[config.mk]
export PLATFORM = sky130hd
export DESIGN_NAME = tx_arq_ctrl
export DESIGN_NICKNAME = d
export VERILOG_FILES = /design/src/rtl/otn_arq_pkg.sv /design/src/rtl/sync_2ff.sv /design/src/rtl/tx_arq_ctrl.sv
export SDC_FILE = /design/constraint.sdc
export NUM_CORES = 1
export LEC_CHECK = 0
export BUFFER_PORTS_ARGS = -buffer_cell sky130_fd_sc_hd__buf_4
export CORE_MARGIN = 5
export CORE_UTILIZATION = 54
export DETAILED_ROUTE_END_ITERATION = 10
export PLACE_DENSITY = 0.75
export SLEW_MARGIN = 15
export SYNTH_ARGS = -nofsm -noshare
export SYNTH_HDL_FRONTEND = slang
export SYNTH_SLANG_ARGS = --single-unit
[constraint.sdc]
create_clock -name i_clk -period 4.1 [get_ports i_clk]
set_input_delay 0.615 -clock i_clk [delete_from_list [all_inputs] [get_ports i_clk]]
set_output_delay 0.615 -clock i_clk [all_outputs]
set_load 0.02 [all_outputs]
[src/rtl/otn_arq_pkg.sv]
// ============================================================================
// Module  : otn_arq_pkg
// Brief   : State encoding and serial-ack symbol values for the OTN TX ARQ
// Rev     : 1.0  initial release
// ============================================================================
`default_nettype none

package otn_arq_pkg;

    localparam logic [2:0] ST_IDLE     = 3'd0;
    localparam logic [2:0] ST_SEND     = 3'd1;
    localparam logic [2:0] ST_WAIT_ACK = 3'd2;
    localparam logic [2:0] ST_ACK_DATA = 3'd3;
    localparam logic [2:0] ST_ACK_STOP = 3'd4;

    typedef enum logic [2:0] {
        S_IDLE     = ST_IDLE,
        S_SEND     = ST_SEND,
        S_WAIT_ACK = ST_WAIT_ACK,
        S_ACK_DATA = ST_ACK_DATA,
        S_ACK_STOP = ST_ACK_STOP
    } arq_state_t;

    localparam logic ACK_IDLE     = 1'b1;
    localparam logic ACK_START    = 1'b0;
    localparam logic ACK_STOP_BIT = 1'b0;
    localparam logic ACK_GOOD     = 1'b1;

endpackage

`default_nettype wire

[src/rtl/sync_2ff.sv]
// ============================================================================
// Module  : sync_2ff
// Brief   : Two-flop synchronizer with parameterised reset value
// Rev     : 1.0  initial release
// ============================================================================
`default_nettype none

module sync_2ff #(
    parameter logic RST_VAL = 1'b1
) (
    input  logic i_clk,
    input  logic i_rst,
    input  logic i_d,
    output logic o_q
);

    logic meta_q;
    logic sync_q;

    always_ff @(posedge i_clk or posedge i_rst) begin
        if (i_rst) begin
            meta_q <= RST_VAL;
            sync_q <= RST_VAL;
        end else begin
            meta_q <= i_d;
            sync_q <= meta_q;
        end
    end

    assign o_q = sync_q;

endmodule

`default_nettype wire

[src/rtl/tx_arq_ctrl.sv]
// ============================================================================
// Module  : tx_arq_ctrl
// Brief   : Transmit-side ARQ controller: launches, retransmits and releases
//           buffered frames based on a 3-bit serial acknowledgement
// Rev     : 1.0  initial release
// ============================================================================
`default_nettype none

module tx_arq_ctrl
    import otn_arq_pkg::*;
#(
    parameter int MAX_RETRY   = 3,
    parameter int ACK_TIMEOUT = 4096
) (
    input  logic       i_clk,
    input  logic       i_rst,
    input  logic       i_arq_en,
    input  logic       i_frame_ready,
    output logic       o_send_start,
    input  logic       i_send_done,
    input  logic       i_otn_rx_ack,
    output logic       o_arq_en,
    output logic       o_arq_en_valid,
    output logic       o_frame_release,
    output logic       o_frame_drop,
    output logic [3:0] o_retry_count,
    output logic       o_busy
);

    localparam int             TW        = $clog2(ACK_TIMEOUT);
    localparam logic [TW-1:0]  TMR_LAST  = TW'(ACK_TIMEOUT - 1);
    localparam logic [3:0]     RETRY_MAX = 4'(MAX_RETRY);

    arq_state_t    state_q, state_d;
    logic [TW-1:0] timer_q, timer_d;
    logic [3:0]    retry_q, retry_d;
    logic          arq_en_q, arq_en_d;
    logic          data_q, data_d;
    logic          send_start_q, send_start_d;
    logic          arq_en_valid_q, arq_en_valid_d;
    logic          release_q, release_d;
    logic          drop_q, drop_d;
    logic          busy_q, busy_d;
    logic          ack_s;
    logic          nack;

    sync_2ff #(
        .RST_VAL (ACK_IDLE)
    ) u_ack_sync (
        .i_clk (i_clk),
        .i_rst (i_rst),
        .i_d   (i_otn_rx_ack),
        .o_q   (ack_s)
    );

    always_ff @(posedge i_clk or posedge i_rst) begin
        if (i_rst) begin
            state_q        <= S_IDLE;
            timer_q        <= '0;
            retry_q        <= '0;
            arq_en_q       <= 1'b0;
            data_q         <= 1'b0;
            send_start_q   <= 1'b0;
            arq_en_valid_q <= 1'b0;
            release_q      <= 1'b0;
            drop_q         <= 1'b0;
            busy_q         <= 1'b0;
        end else begin
            state_q        <= state_d;
            timer_q        <= timer_d;
            retry_q        <= retry_d;
            arq_en_q       <= arq_en_d;
            data_q         <= data_d;
            send_start_q   <= send_start_d;
            arq_en_valid_q <= arq_en_valid_d;
            release_q      <= release_d;
            drop_q         <= drop_d;
            busy_q         <= busy_d;
        end
    end

    always_comb begin
        state_d        = state_q;
        timer_d        = timer_q;
        retry_d        = retry_q;
        arq_en_d       = arq_en_q;
        data_d         = data_q;
        send_start_d   = 1'b0;
        arq_en_valid_d = 1'b0;
        release_d      = 1'b0;
        drop_d         = 1'b0;
        nack           = 1'b0;

        case (state_q)
            S_IDLE: begin
                if (i_frame_ready) begin
                    arq_en_d       = i_arq_en;
                    retry_d        = '0;
                    send_start_d   = 1'b1;
                    arq_en_valid_d = 1'b1;
                    state_d        = S_SEND;
                end
            end
            S_SEND: begin
                if (i_send_done) begin
                    if (!arq_en_q) begin
                        release_d = 1'b1;
                        state_d   = S_IDLE;
                    end else begin
                        timer_d = '0;
                        state_d = S_WAIT_ACK;
                    end
                end
            end
            S_WAIT_ACK: begin
                // Hold at the last count so the timer cannot wrap.
                if (timer_q != TMR_LAST) begin
                    timer_d = timer_q + 1'b1;
                end
                if (ack_s == ACK_START) begin
                    state_d = S_ACK_DATA;
                end else if (timer_q == TMR_LAST) begin
                    nack = 1'b1;
                end
            end
            S_ACK_DATA: begin
                data_d  = ack_s;
                state_d = S_ACK_STOP;
            end
            S_ACK_STOP: begin
                if ((ack_s == ACK_STOP_BIT) && (data_q == ACK_GOOD)) begin
                    release_d = 1'b1;
                    state_d   = S_IDLE;
                end else begin
                    nack = 1'b1;
                end
            end
            default: state_d = S_IDLE;
        endcase

        if (nack) begin
            if (retry_q == RETRY_MAX) begin
                release_d = 1'b1;
                drop_d    = 1'b1;
                state_d   = S_IDLE;
            end else begin
                retry_d      = retry_q + 1'b1;
                send_start_d = 1'b1;
                state_d      = S_SEND;
            end
        end

        busy_d = (state_d != S_IDLE);
    end

    assign o_send_start    = send_start_q;
    assign o_arq_en        = arq_en_q;
    assign o_arq_en_valid  = arq_en_valid_q;
    assign o_frame_release = release_q;
    assign o_frame_drop    = drop_q;
    assign o_retry_count   = retry_q;
    assign o_busy          = busy_q;

endmodule

`default_nettype wire

==> impl_summary.md, run 1 <==
Global route
Entering global routing, the biggest net connects 29 pins. The initial antenna violation count came to 0. The remaining global-route overflow is 0. The via count of the first global-routing pass is 1092.

The first global-routing pass estimated 4912 um of wire. In the global route stage, overall resource usage came out at 17.55%.

Pwr
The largest voltage drop on the vdd net is 0.0004960 V. In this run the static leakage power is 0.6719 nW. In this run the power density over the cells is ~580 mW/mm^2.

STA
On the final layout, the worst hold slack is 0.3688 ns. The share of the clock period used by the worst path is 53.65%. For the pin with the worst max-slew slack, the measured transition is 1.023 ns. The number of pins exceeding their max-slew limit in the final report was 0. The top achievable clock speed is approximately 450 MHz. The worst slew margin relative to its limit is 31.75%. Setup repair after global routing left no endpoint under its margin. Setup violations remaining at the end of the flow were counted as 0.

For the final database, setup skew stands at 0.01436 ns. The post-layout minimum cycle time is 2.200 ns. The number of hold-slack violations in the final timing report was 0. The total negative slack is 0 ns.

Logic synthesis
Of all cell types, the one taking the most synthesized area is sky130_fd_sc_hd__dfrtp_1. By area the synthesized netlist is led by sky130_fd_sc_hd__dfrtp_1, sky130_fd_sc_hd__dfstp_2, sky130_fd_sc_hd__nand2_1. Yosys printed 0 warnings. The cell area after synthesis is roughly 0.0014 mm^2.

The post-synthesis area per instance is approximately 10 um^2. The number of synthesized flops with an enable pin is 0. Among all flip-flop cells after synthesis, the most frequent one is sky130_fd_sc_hd__dfrtp_1. The top-area cell type share of the netlist area is 46.18%.

Among all cell types in the netlist, the one instantiated most often is sky130_fd_sc_hd__dfrtp_1. Ranked by instance count, the synthesized netlist is headed by sky130_fd_sc_hd__dfrtp_1, sky130_fd_sc_hd__nand2_1, sky130_fd_sc_hd__inv_1, sky130_fd_sc_hd__nor2_1, sky130_fd_sc_hd__a21oi_1. Of all flip-flops after synthesis, the portion carrying an async set or reset was 100.0%. Counting every net in the synthesized netlist gives 149. Sequential elements use 49.91% of the synthesized area. In this run, distinct cell masters in the synthesized netlist total 45. After synthesis the netlist holds a flip-flop and latch count of 28.

Synthesis produced a netlist whose cell count is 141.

Finish
The register with the most flip-flops in the layout has 12 of them. The register containing the most flip-flops in the final layout is timer_q. The layout has 209 filler cells. The antenna diode instance count is 0. The count of nets after finishing is between 150 and 200. The area of all placed cells without fillers is about 0.0016 mm^2. Relative to the synthesized area, the layout overhead comes to 12.34%. The ratio of cells with drive above 1 in the final layout is 18.99%.

Placement
The last weighted congestion value of the routability-driven placer is between 0.9 and 1. The placed wire-length estimate is ~2100 um. Once placement finished, the instance area stood at 0.001546 mm^2. The count of buffers added on input and output ports is 15.

Setup path
The worst setup path category is flop to flop. The reg-to-reg setup timing slack is 1.90 ns. The highest net fanout along the worst path is 6.

The startpoint kind of the worst setup timing path is a flop. The startpoint identified for the worst register-to-register timing path is timer_q[0]$_DFFE_PP0P_. The worst reg-to-reg path cell count is 5.

The worst path arrival time is 2.43 ns. STA classifies the critical path endpoint as a flop. STA puts the critical path data required time at 4.33 ns. The capturing point of the worst reg2reg path is o_retry_count[1]$_DFF_PP0_.

Clock network
In this run the number of H-tree levels came out at 1. Buffers added to address setup during post-CTS repair amount to 0. Buffers inserted to repair hold after CTS numbered 0. TritonCTS built the clock tree. The later-pin clock latency in the skew report is between 0.3 and 0.4 ns. The buffer levels on the longest clock path is 2. The number of buffers created by CTS is 3. The sink count of the clock tree is 28. In this run the clock root is driven by a sky130_fd_sc_hd__clkbuf_4.

Clock-pin slew was measured on the worst setup and hold paths at 0.15 ns. The number of instances resized during post-cts repair is 0.

Floorplan
The floorplan step defined a core boundary enclosing 0.002477 mm^2. The floorplan step defined a die boundary enclosing 0.003731 mm^2. The die height is 61.08 um. The initial core utilization is 56.87%. The overall die width is 61.08 um. The floorplan has 18 rows. For this design the top-level I/O count stands at 16.

Route
In the final routed layout, each cell accounts on average for 15.49 um. In this run, the number of DRC markers left after iteration 0 of detailed routing was 91. The first TritonRoute pass finished after 4 iterations. In the routed layout, each cell is associated on average with a via count of 6.287. The total via count in the routed design is 1182. The number of antenna-violating nets in the routed design is 0. The detailed-route wire length is 2912 um. The post-route DRC violation count is 0.

Worst hold path
In this run the most critical hold path is launched from u_ack_sync.meta_q$_DFF_PP1_. The worst hold path belongs to the class flop to flop. Along the worst hold path, the cell count comes to 0. The end point of the most critical hold path is u_ack_sync.o_q$_DFF_PP1_.

Outcome
The run finished with clean final reports.

Job
Max-cap violations in this run came to 0.
## cell usage in the layout (no fill, tap or decap), drive strengths merged, types with 3 or more instances in the layout
master,synthesis,routed
dfrtp,26,26
buf,1,16
nand2,14,14
inv,10,10
nor2,10,10
a21oi,6,6
nor4,6,6
nand3,5,5
nand4,5,5
o21ai,5,5
clkbuf,2,4
o31ai,3,3
nor3,3,3
a211oi,3,3
mux2i,3,3
or4,3,3
## how the worst max path moves through the flow
stage / startpoint / to / slack, ns
final: timer_q[0]$_DFFE_PP0P_ / o_retry_count[1]$_DFF_PP0_ / 1.90
after global routing: timer_q[0]$_DFFE_PP0P_ / o_retry_count[1]$_DFF_PP0_ / 1.70
after detailed placement: timer_q[0]$_DFFE_PP0P_ / o_retry_count[1]$_DFF_PP0_ / 1.98
after global placement: timer_q[0]$_DFFE_PP0P_ / o_retry_count[1]$_DFF_PP0_ / 2.08
after floorplan: state_q[2]$_DFF_PP0_ / timer_q[9]$_DFFE_PP0P_ / 2.18
after CTS: timer_q[0]$_DFFE_PP0P_ / o_retry_count[1]$_DFF_PP0_ / 1.91
## cells by family (layout without fill, tap and decap cells)
group	after synthesis	in the layout	share of synthesized area, %
AND/OR/NAND/NOR	63	63	25.93
AO/OA/AOI/OAI	30	30	14.57
flip-flops	28	28	49.91
buffers and inverters	13	30	4.085
multiplexers	5	5	3.730
adder cells (fa/ha/maj)	2	2	1.776
## power by group
part / internal, W / total (W) / switching (W)
registers: 0.000371 / 0.000490 / 0.000119
clock network: 0.0000543 / 0.000131 / 0.0000762
logic: 0.000138 / 0.000303 / 0.000165
## worst max-delay path, cell delays in order (launching register included)
cell and delay (ns):
sky130_fd_sc_hd__dfrtp_1 0.45, sky130_fd_sc_hd__ha_1 0.30, sky130_fd_sc_hd__nand4_1 0.23, sky130_fd_sc_hd__nor4_2 0.54
sky130_fd_sc_hd__o21ai_0 0.27, sky130_fd_sc_hd__a32o_1 0.34
## area by class of cell
cell class              count  area (um^2)  area share, %
flip-flops and latches     28        703.2          44.43
multi-input cells         100        648.1          40.95
repair buffers             16        120.1          7.589
inverters                  10        37.54          2.372
well taps                  30        37.54          2.372
clock buffers               4        36.28          2.292
## stage by stage
step | std cells | util, % | worst slack (ns) | total power [W]
5_1_grt | 188 | 63.89 | 1.697 | 0.0009950
3_3_place_gp | 184 | 62.42 | 2.082 | 0.0007813
6_report | 188 | 63.89 | 1.900 | 0.0009242
3_5_place_dp | 184 | 62.42 | 1.978 | 0.0007947
2_1_floorplan | 141 | - | 2.176 | 0.0006890
4_1_cts | 188 | 63.89 | 1.914 | 0.0009260
## per-layer routing
metal  GRT usage [%]  vias up  routed length [um]
met3           2.096        6                 166
met1           25.88      566                1352
li1                -      564                   -
met5               0        -                   0
met4           6.502        0                  46
met2           26.59       46                1346
Power figures use the tool's default switching activity.
==> inputs of run 2 (changes only) <==
--- a/config.mk
+++ b/config.mk
@@ -5,11 +5,12 @@
 export SDC_FILE = /design/constraint.sdc
 export NUM_CORES = 1
 export LEC_CHECK = 0
+export ABC_AREA = 1
 export BUFFER_PORTS_ARGS = -buffer_cell sky130_fd_sc_hd__buf_4
 export CORE_MARGIN = 5
 export CORE_UTILIZATION = 54
 export DETAILED_ROUTE_END_ITERATION = 10
-export PLACE_DENSITY = 0.75
+export PLACE_DENSITY = 0.74
 export SLEW_MARGIN = 15
 export SYNTH_ARGS = -nofsm -noshare
 export SYNTH_HDL_FRONTEND = slang
==> constraint.sdc (replaced) <==
create_clock -name i_clk -period 2.2 [get_ports i_clk]
set_input_delay 0.33 -clock i_clk [delete_from_list [all_inputs] [get_ports i_clk]]
set_output_delay 0.33 -clock i_clk [all_outputs]
set_load 0.02 [all_outputs]
==> impl_summary.md, run 2 <==
Logic synthesis
The most frequently used flop master after synthesis is sky130_fd_sc_hd__dfrtp_1. The cell with the most instances after synthesis is sky130_fd_sc_hd__nand2_1. The number of unique standard cell types used by synthesis is 24 (-47%).

The cell accounting for the most synthesized area is sky130_fd_sc_hd__dfrtp_1. The fraction of registers with async set/reset is 100.0% (unchanged). The synthesized netlist cell count is 184 (+30%). The commonest cells after synthesis are sky130_fd_sc_hd__nand2_1, sky130_fd_sc_hd__dfrtp_1, sky130_fd_sc_hd__inv_1, sky130_fd_sc_hd__nand3_1, sky130_fd_sc_hd__nor2_1. The post-synthesis area per instance is 7.942 um^2 (-21%). The fraction of the yosys area taken by sequential cells came to 48.12% (-1.8 points). The number of storage elements in the synthesis netlist is 28 (unchanged).

The net count of the mapped netlist is 192 (+29%). The top-area cell type share of the netlist area is 44.52% (-1.7 points). The Yosys warning count came to 0 (unchanged). Yosys attributes the largest share of cell area to sky130_fd_sc_hd__dfrtp_1, sky130_fd_sc_hd__nand2_1, sky130_fd_sc_hd__nand3_1. The number of synthesized flops with an enable pin is 0 (unchanged).

The cell area after synthesis came to 0.001461 mm^2 (+3.7%).

Clock network
TritonCTS built the clock tree. The buffer levels on the longest clock path came to 2 (unchanged). The number of H-tree branching levels is 1 (unchanged). The sink count of the clock tree is 28 (unchanged). The number of buffers created by CTS came to 3 (unchanged). The tree is rooted in a sky130_fd_sc_hd__clkbuf_4.

The clock slew at the register clock pins of the worst setup and hold paths came to 0.14 ns (about the same). The later-pin clock latency in the skew report is 0.32 ns (about the same). The number of hold-repair buffers added at the cts stage came to 0 (unchanged). The number of buffers added for setup after CTS is 0 (unchanged). The number of instances resized during post-cts repair came to 0 (unchanged).

Floorplan
The area of the core region is 0.002522 mm^2 (+1.8%). The row count is 18 (unchanged). The initial core utilization is 57.94% (+1.1 points). The die height is 62.02 um (+1.5%).

The number of ports placed on the die boundary is 16 (unchanged). The overall die width is 62.02 um (+1.5%). The full die area was 0.003846 mm^2 (+3.1%).

Placement
The cell area reported after detailed placement is 0.001619 mm^2 (+4.7%). The pre-CTS setup slack came to 0.5809 ns (-1.397 ns). The placed wire-length estimate is 2167 um (+3.0%).

The last weighted congestion value of the routability-driven placer is 0.8933 (-1.1%). The number of input and output port buffers inserted is 15 (unchanged).

STA
The transition time of the tightest slew-check pin was 0.3487 ns (-0.6739 ns). The total of endpoints with negative setup slack in the final report is 0 (unchanged). The post-layout minimum cycle time came to 1.652 ns (-0.5476 ns).

The number of hold-slack violations in the final timing report is 0 (unchanged). The number of pins exceeding their max-slew limit in the final report is 0 (unchanged). The share of the clock period used by the worst path is 75.09% (+21 points).

The final setup skew is 0.002533 ns (-0.01183 ns). The worst slew margin relative to its limit is 76.75% (+45 points). The total negative slack was 0 ns (unchanged). The top achievable clock speed was 605.3 MHz (+33%).

The final worst-path setup slack is 0.5480 ns (-1.352 ns). The tightest hold margin was 0.03942 ns (-0.3294 ns). Setup repair after global routing left no endpoint under its margin.

Route
The total via count in the routed design came to 1244 (+5.2%). The average routed wire per standard cell is 12.13 um (-22%). The detailed-route wire length came to 2839 um (-2.5%). The number of antenna-violating nets in the routed design is 0 (unchanged). The DRC marker count from the first detailed-route iteration is 53 (-42%). The vias per cell is 5.316 (-15%). The post-route DRC violation count is 0 (unchanged).

The first-pass iteration count of the detailed router was 4 (unchanged).

Finish
The count of nets after finishing is 213 (+28%). The layout overhead on the synthesized area is 13.27%. The area of all placed cells without fillers is 0.001655 mm^2 (+4.6%). The most common cell after layout, fill and taps aside is sky130_fd_sc_hd__nand2_1. The library cells used most frequently in the layout, excluding fill and tap cells, are sky130_fd_sc_hd__nand2_1, sky130_fd_sc_hd__dfrtp_1, sky130_fd_sc_hd__inv_1. The ratio of cells with drive above 1 in the final layout was 15.69% (-3.3 points). The number of flip-flops in the largest register is 12 (unchanged). The utilization of the core after routing is 65.63% (+1.7 points). The register containing the most flip-flops in the final layout is timer_q. The antenna diode instance count is 0 (unchanged).

Setup path
The worst reg-to-reg path cell count was 8 (+3). STA classifies the critical path endpoint as a flop. The worst setup path is of the flop to flop kind. The highest net fanout along the worst path came to 10 (+4). The worst path arrival time is 1.88 ns (-0.55 ns). The worst setup path is launched from a flop.

The required time of the critical path is 2.43 ns (-1.90 ns).

Outcome
The flow ran to the end, and the final reports show no timing, DRC or antenna violations.

Pwr
The power density over the cells is 966.2 mW/mm^2 (+65%). The largest voltage drop on the vdd net was 0.0007168 V (+45%). The static leakage power is 0.8236 nW (+23%).

Global route
The pin count of the biggest net entering global routing is 29 (unchanged). The combined global-route utilization of all metal layers is 17.64% (+0.096 points). The remaining global-route overflow is 0 (unchanged).

The initial antenna violation count came to 0 (unchanged). The via count of the first global-routing pass is 1223 (+12%). The wire length of the first global-routing pass is 5119 um (+4.2%).

Worst hold path
The classification of the worst-slack hold path is primary input to asynchronous set/reset pin.

Job
The number of max-cap violations is 0 (unchanged).
run 2: cell count changes in the layout (fill, tap and decap cells not counted), sizes merged, moves of 3 or more:
cell    delta
a211oi     -3
inv       +15
nand2     +40
o31ai      -3
nor2       +9
or4        -3
mux2i      -3
o21ai      +7
xor2       +5
nor4       -6
nand3     +17
run 2: worst paths after layout:
check / slack, ns / from / endpoint
min: 0.04 / i_rst / o_retry_count[3]$_DFF_PP0_
max in group asynchronous: 1.85 / i_rst / u_ack_sync.meta_q$_DFF_PP1_
min in group i_clk: 0.09 / i_otn_rx_ack / u_ack_sync.meta_q$_DFF_PP1_
min reg2reg: 0.37 / u_ack_sync.meta_q$_DFF_PP1_ / u_ack_sync.o_q$_DFF_PP1_
max reg2reg: 0.55 / timer_q[0]$_DFFE_PP0P_ / o_retry_count[2]$_DFF_PP0_
max: 0.55 / timer_q[0]$_DFFE_PP0P_ / o_retry_count[2]$_DFF_PP0_
run 2: layout make-up:
type / instances / area (um^2)
clock buffer: 4 / 36.28
fill: 228 / 867.1
inverter: 25 / 96.34
multi-input combinational: 131 / 661.9
sequential: 28 / 703.2
tap: 30 / 37.54
timing repair buffer: 16 / 120.1
run 2: worst max-delay path, stage by stage, from the launching register on:
cell                      delay (ns)
sky130_fd_sc_hd__dfrtp_1        0.46
sky130_fd_sc_hd__ha_1           0.27
sky130_fd_sc_hd__nand3_2        0.16
sky130_fd_sc_hd__nor2_4         0.15
sky130_fd_sc_hd__nand3_1        0.13
sky130_fd_sc_hd__nand2_2        0.18
sky130_fd_sc_hd__nor2_1         0.08
sky130_fd_sc_hd__nand2_1        0.06
sky130_fd_sc_hd__nand2_1        0.05
run 2: logic make-up (layout without fill, tap and decap cells):
family	after synthesis	in the layout	synth area share, %
DFF	28	28	48.12
AOI/OAI and AO/OA	19	19	7.106
adders and majority gates	2	2	1.712
and+or+nand+nor	103	103	32.28
xor gates and xnor gates	7	7	4.195
buffers and inverters	25	45	6.592
run 2: power by group:
group | leakage [nW] | total [W] | internal [W] | switching (W)
Combinational | 0.434 | 0.000561 | 0.000206 | 0.000354
Sequential | 0.369 | 0.000791 | 0.000651 | 0.000141
Clock | 0.0210 | 0.000248 | 0.000101 | 0.000146
Total | 0.824 | 0.00160 | 0.000958 | 0.000641
run 2: per-layer routing:
layer	part of all wire, %	track usage (%)
met5	0	0
met4	0.99	6.970
met2	43	26.33
met1	49	26.18
met3	7.3	1.860
run 2: metrics by stage:
stage,total power [W],std cells
detailed placement,0.001359,230
global route,0.001733,234
finish,0.001599,234
floorplan,0.001174,184
global placement,0.001346,230
CTS,0.001608,234
==> inputs of run 3 (changes only) <==
--- a/config.mk
+++ b/config.mk
@@ -5,10 +5,10 @@
 export SDC_FILE = /design/constraint.sdc
 export NUM_CORES = 1
 export LEC_CHECK = 0
-export ABC_AREA = 1
+export ABC_AREA = 0
 export BUFFER_PORTS_ARGS = -buffer_cell sky130_fd_sc_hd__buf_4
 export CORE_MARGIN = 5
-export CORE_UTILIZATION = 54
+export CORE_UTILIZATION = 51
 export DETAILED_ROUTE_END_ITERATION = 10
 export PLACE_DENSITY = 0.74
 export SLEW_MARGIN = 15
==> constraint.sdc (replaced) <==
create_clock -name i_clk -period 1.5 [get_ports i_clk]
set_input_delay 0.225 -clock i_clk [delete_from_list [all_inputs] [get_ports i_clk]]
set_output_delay 0.225 -clock i_clk [all_outputs]
set_load 0.02 [all_outputs]
==> impl_summary.md, run 3 (synthesis results as in run 1) <==
Floorplan
The initial core utilization was 51.99% (-6.0 points). The die height was 62.56 um (+0.87%). The full die area came to 0.003914 mm^2 (+1.7%).

The area of the core region is 0.002710 mm^2 (+7.4%). The number of ports placed on the die boundary is 16 (unchanged). The overall die width is 62.56 um (+0.87%). The row count is 19 (+1).

Global route
The combined global-route utilization of all metal layers is 25.20% (+7.6 points). The wire length of the first global-routing pass is 7941 um (+55%). The via count of the first global-routing pass is 1608 (+31%). The remaining global-route overflow was 0 (unchanged).

The initial antenna violation count is 0 (unchanged). The pin count of the biggest net entering global routing is 29 (unchanged).

Finish
The utilization of the core after routing is 87.90% (+22 points). The register containing the most flip-flops in the final layout is timer_q. The area of all placed cells without fillers is 0.002382 mm^2 (+44%). The layout overhead on the synthesized area is 69.09%. The library cell used most frequently in the layout, excluding fill and tap cells, is sky130_fd_sc_hd__buf_4. The ratio of cells with drive above 1 in the final layout is 56.50% (+41 points). The count of nets after finishing is 232 (+8.9%). The number of flip-flops in the largest register is 12 (unchanged). The library cells used most frequently in the layout, excluding fill and tap cells, are sky130_fd_sc_hd__buf_4, sky130_fd_sc_hd__dfrtp_1, sky130_fd_sc_hd__buf_6. The post-route non-filler standard cell count came to 254 (+8.5%). The antenna diode instance count is 0 (unchanged).

Placement
The last weighted congestion value of the routability-driven placer is 0.9313 (+4.3%). The number of placed instances, taps included is 229 (-0.43%). The cell area reported after detailed placement is 0.001916 mm^2 (+18%). The number of input and output port buffers inserted is 15 (unchanged). The placed wire-length estimate was 2716 um (+25%).

Clock network
The sink count of the clock tree is 28 (unchanged). The cell at the root of the clock tree is sky130_fd_sc_hd__clkbuf_4. The number of H-tree branching levels is 1 (unchanged). The CTS tree is yes.

The later-pin clock latency in the skew report is 0.33 ns (about the same). The clock slew at the register clock pins of the worst setup and hold paths is 0.16 ns (+0.02 ns). The number of buffers created by CTS was 3 (unchanged). The buffer levels on the longest clock path is 2 (unchanged).

Pwr
The largest voltage drop on the vdd net is 0.001292 V (+80%). The power density over the cells is 1520 mW/mm^2 (+57%). The static leakage power is 1.139 nW (+38%).

Route
The first-pass iteration count of the detailed router is 4 (unchanged). The vias per cell is 6.264 (+18%). The average routed wire per standard cell is 21.10 um (+74%). The detailed-route wire length is 5359 um (+89%).

The post-route DRC violation count is 0 (unchanged). The DRC marker count from the first detailed-route iteration is 97 (+83%). The number of antenna-violating nets in the routed design is 0 (unchanged). The total via count in the routed design is 1591 (+28%).

STA
The post-layout minimum cycle time was 1.887 ns (+0.2350 ns). The share of the clock period used by the worst path is 125.8% (+51 points). The total negative slack is -4.970 ns (-4.970 ns). The total of endpoints with negative setup slack in the final report was 24 (+24). The worst slew margin relative to its limit was 75.71% (-1.0 points). The number of hold-slack violations in the final timing report came to 0 (unchanged).

Setup repair after global routing could not meet its margin everywhere. The final setup skew came to 0.01354 ns (+0.01100 ns). The number of pins exceeding their max-slew limit in the final report is 0 (unchanged). The top achievable clock speed is 529.9 MHz (-12%). The transition time of the tightest slew-check pin is 0.3644 ns (+0.01566 ns). The final worst-path setup slack is -0.3870 ns (-0.9350 ns).

Setup path
The worst setup path is captured at a flop. The required time of the critical path is 1.77 ns (-0.66 ns). The worst path arrival time is 2.16 ns (+0.28 ns). The worst setup path category is flop to flop. The reg-to-reg setup timing slack is -0.39 ns (-0.94 ns). STA classifies the critical path startpoint as a flop. The highest net fanout along the worst path is 2 (-8).

Outcome
The run finished, with violations left. The checks that failed: negative setup slack.

Worst hold path
The tightest min-delay check is of the primary input to flop type.

Job
The number of max-cap violations is 0 (unchanged).
-- run 3: cell count changes in the layout (fill, tap and decap cells not counted), moves of 12 or more --
| cell | change |
|---|---|
| sky130_fd_sc_hd__buf_4 | +48 |
| sky130_fd_sc_hd__buf_6 | +14 |
| sky130_fd_sc_hd__nand3_1 | -15 |
| sky130_fd_sc_hd__nor2_1 | -12 |
| sky130_fd_sc_hd__nand2_1 | -41 |
| sky130_fd_sc_hd__inv_1 | -14 |
-- run 3: critical path: stages (launching register included) --
cell and delay [ns]:
sky130_fd_sc_hd__dfrtp_1 0.41, sky130_fd_sc_hd__or3b_4 0.40, sky130_fd_sc_hd__or4_4 0.45, sky130_fd_sc_hd__or4_4 0.44, sky130_fd_sc_hd__a21oi_2 0.14
-- run 3: area by class of cell --
type / instances / area [um^2]
multi-input combinational: 100 / 890.9
sequential: 28 / 703.2
timing repair buffer: 81 / 673.1
fill: 122 / 327.8
inverter: 10 / 40.04
tap: 31 / 38.79
clock buffer: 4 / 36.28
-- run 3: path summary, 6_finish.rpt --
kind | from | end | cells past startpoint
min in group asynchronous | i_rst | o_frame_drop$_DFF_PP0_ | 4
max reg2reg | state_q[2]$_DFF_PP0_ | timer_q[9]$_DFFE_PP0P_ | 4
min reg2reg | u_ack_sync.meta_q$_DFF_PP1_ | u_ack_sync.o_q$_DFF_PP1_ | 0
max in group asynchronous | i_rst | u_ack_sync.o_q$_DFF_PP1_ | 4
max | state_q[2]$_DFF_PP0_ | timer_q[9]$_DFFE_PP0P_ | 4
min | i_arq_en | o_arq_en$_DFFE_PP0P_ | 3
-- run 3: what timing repair did --
| item | in CTS | in global routing |
|---|---|---|
| buffers inserted | 12 | 10 |
| gates resized for setup | 40 | 25 |
| pin swaps | 23 | 13 |
| endpoints found under the hold margin | 27 | 0 |
| setup endpoints to repair | 24 | 25 |
| hold buffers | 2 | 0 |
-- run 3: power by group --
group	switching (W)	internal, W
logic	0.00101	0.000996
clock network	0.000226	0.000149
registers	0.000227	0.00102
total	0.00146	0.00216
-- run 3: per-stage QoR --
stage               setup WS [ns]  hold WS, ns  total power (W)
CTS                       -0.3067      0.07861         0.003281
floorplan                 -0.4071       0.2295         0.001905
global placement          -0.2723       0.3100         0.002574
detailed placement        -0.3084       0.3134         0.002652
finish                    -0.3870      0.09662         0.003620
global route              -0.4236      0.06937         0.003821
-- run 3: layer usage --
metal | wire length [um] | global-route usage, %
met5 | 0 | 0
met4 | 163 | 7.162
met3 | 413 | 5.216
met2 | 2752 | 43.91
met1 | 2030 | 31.32
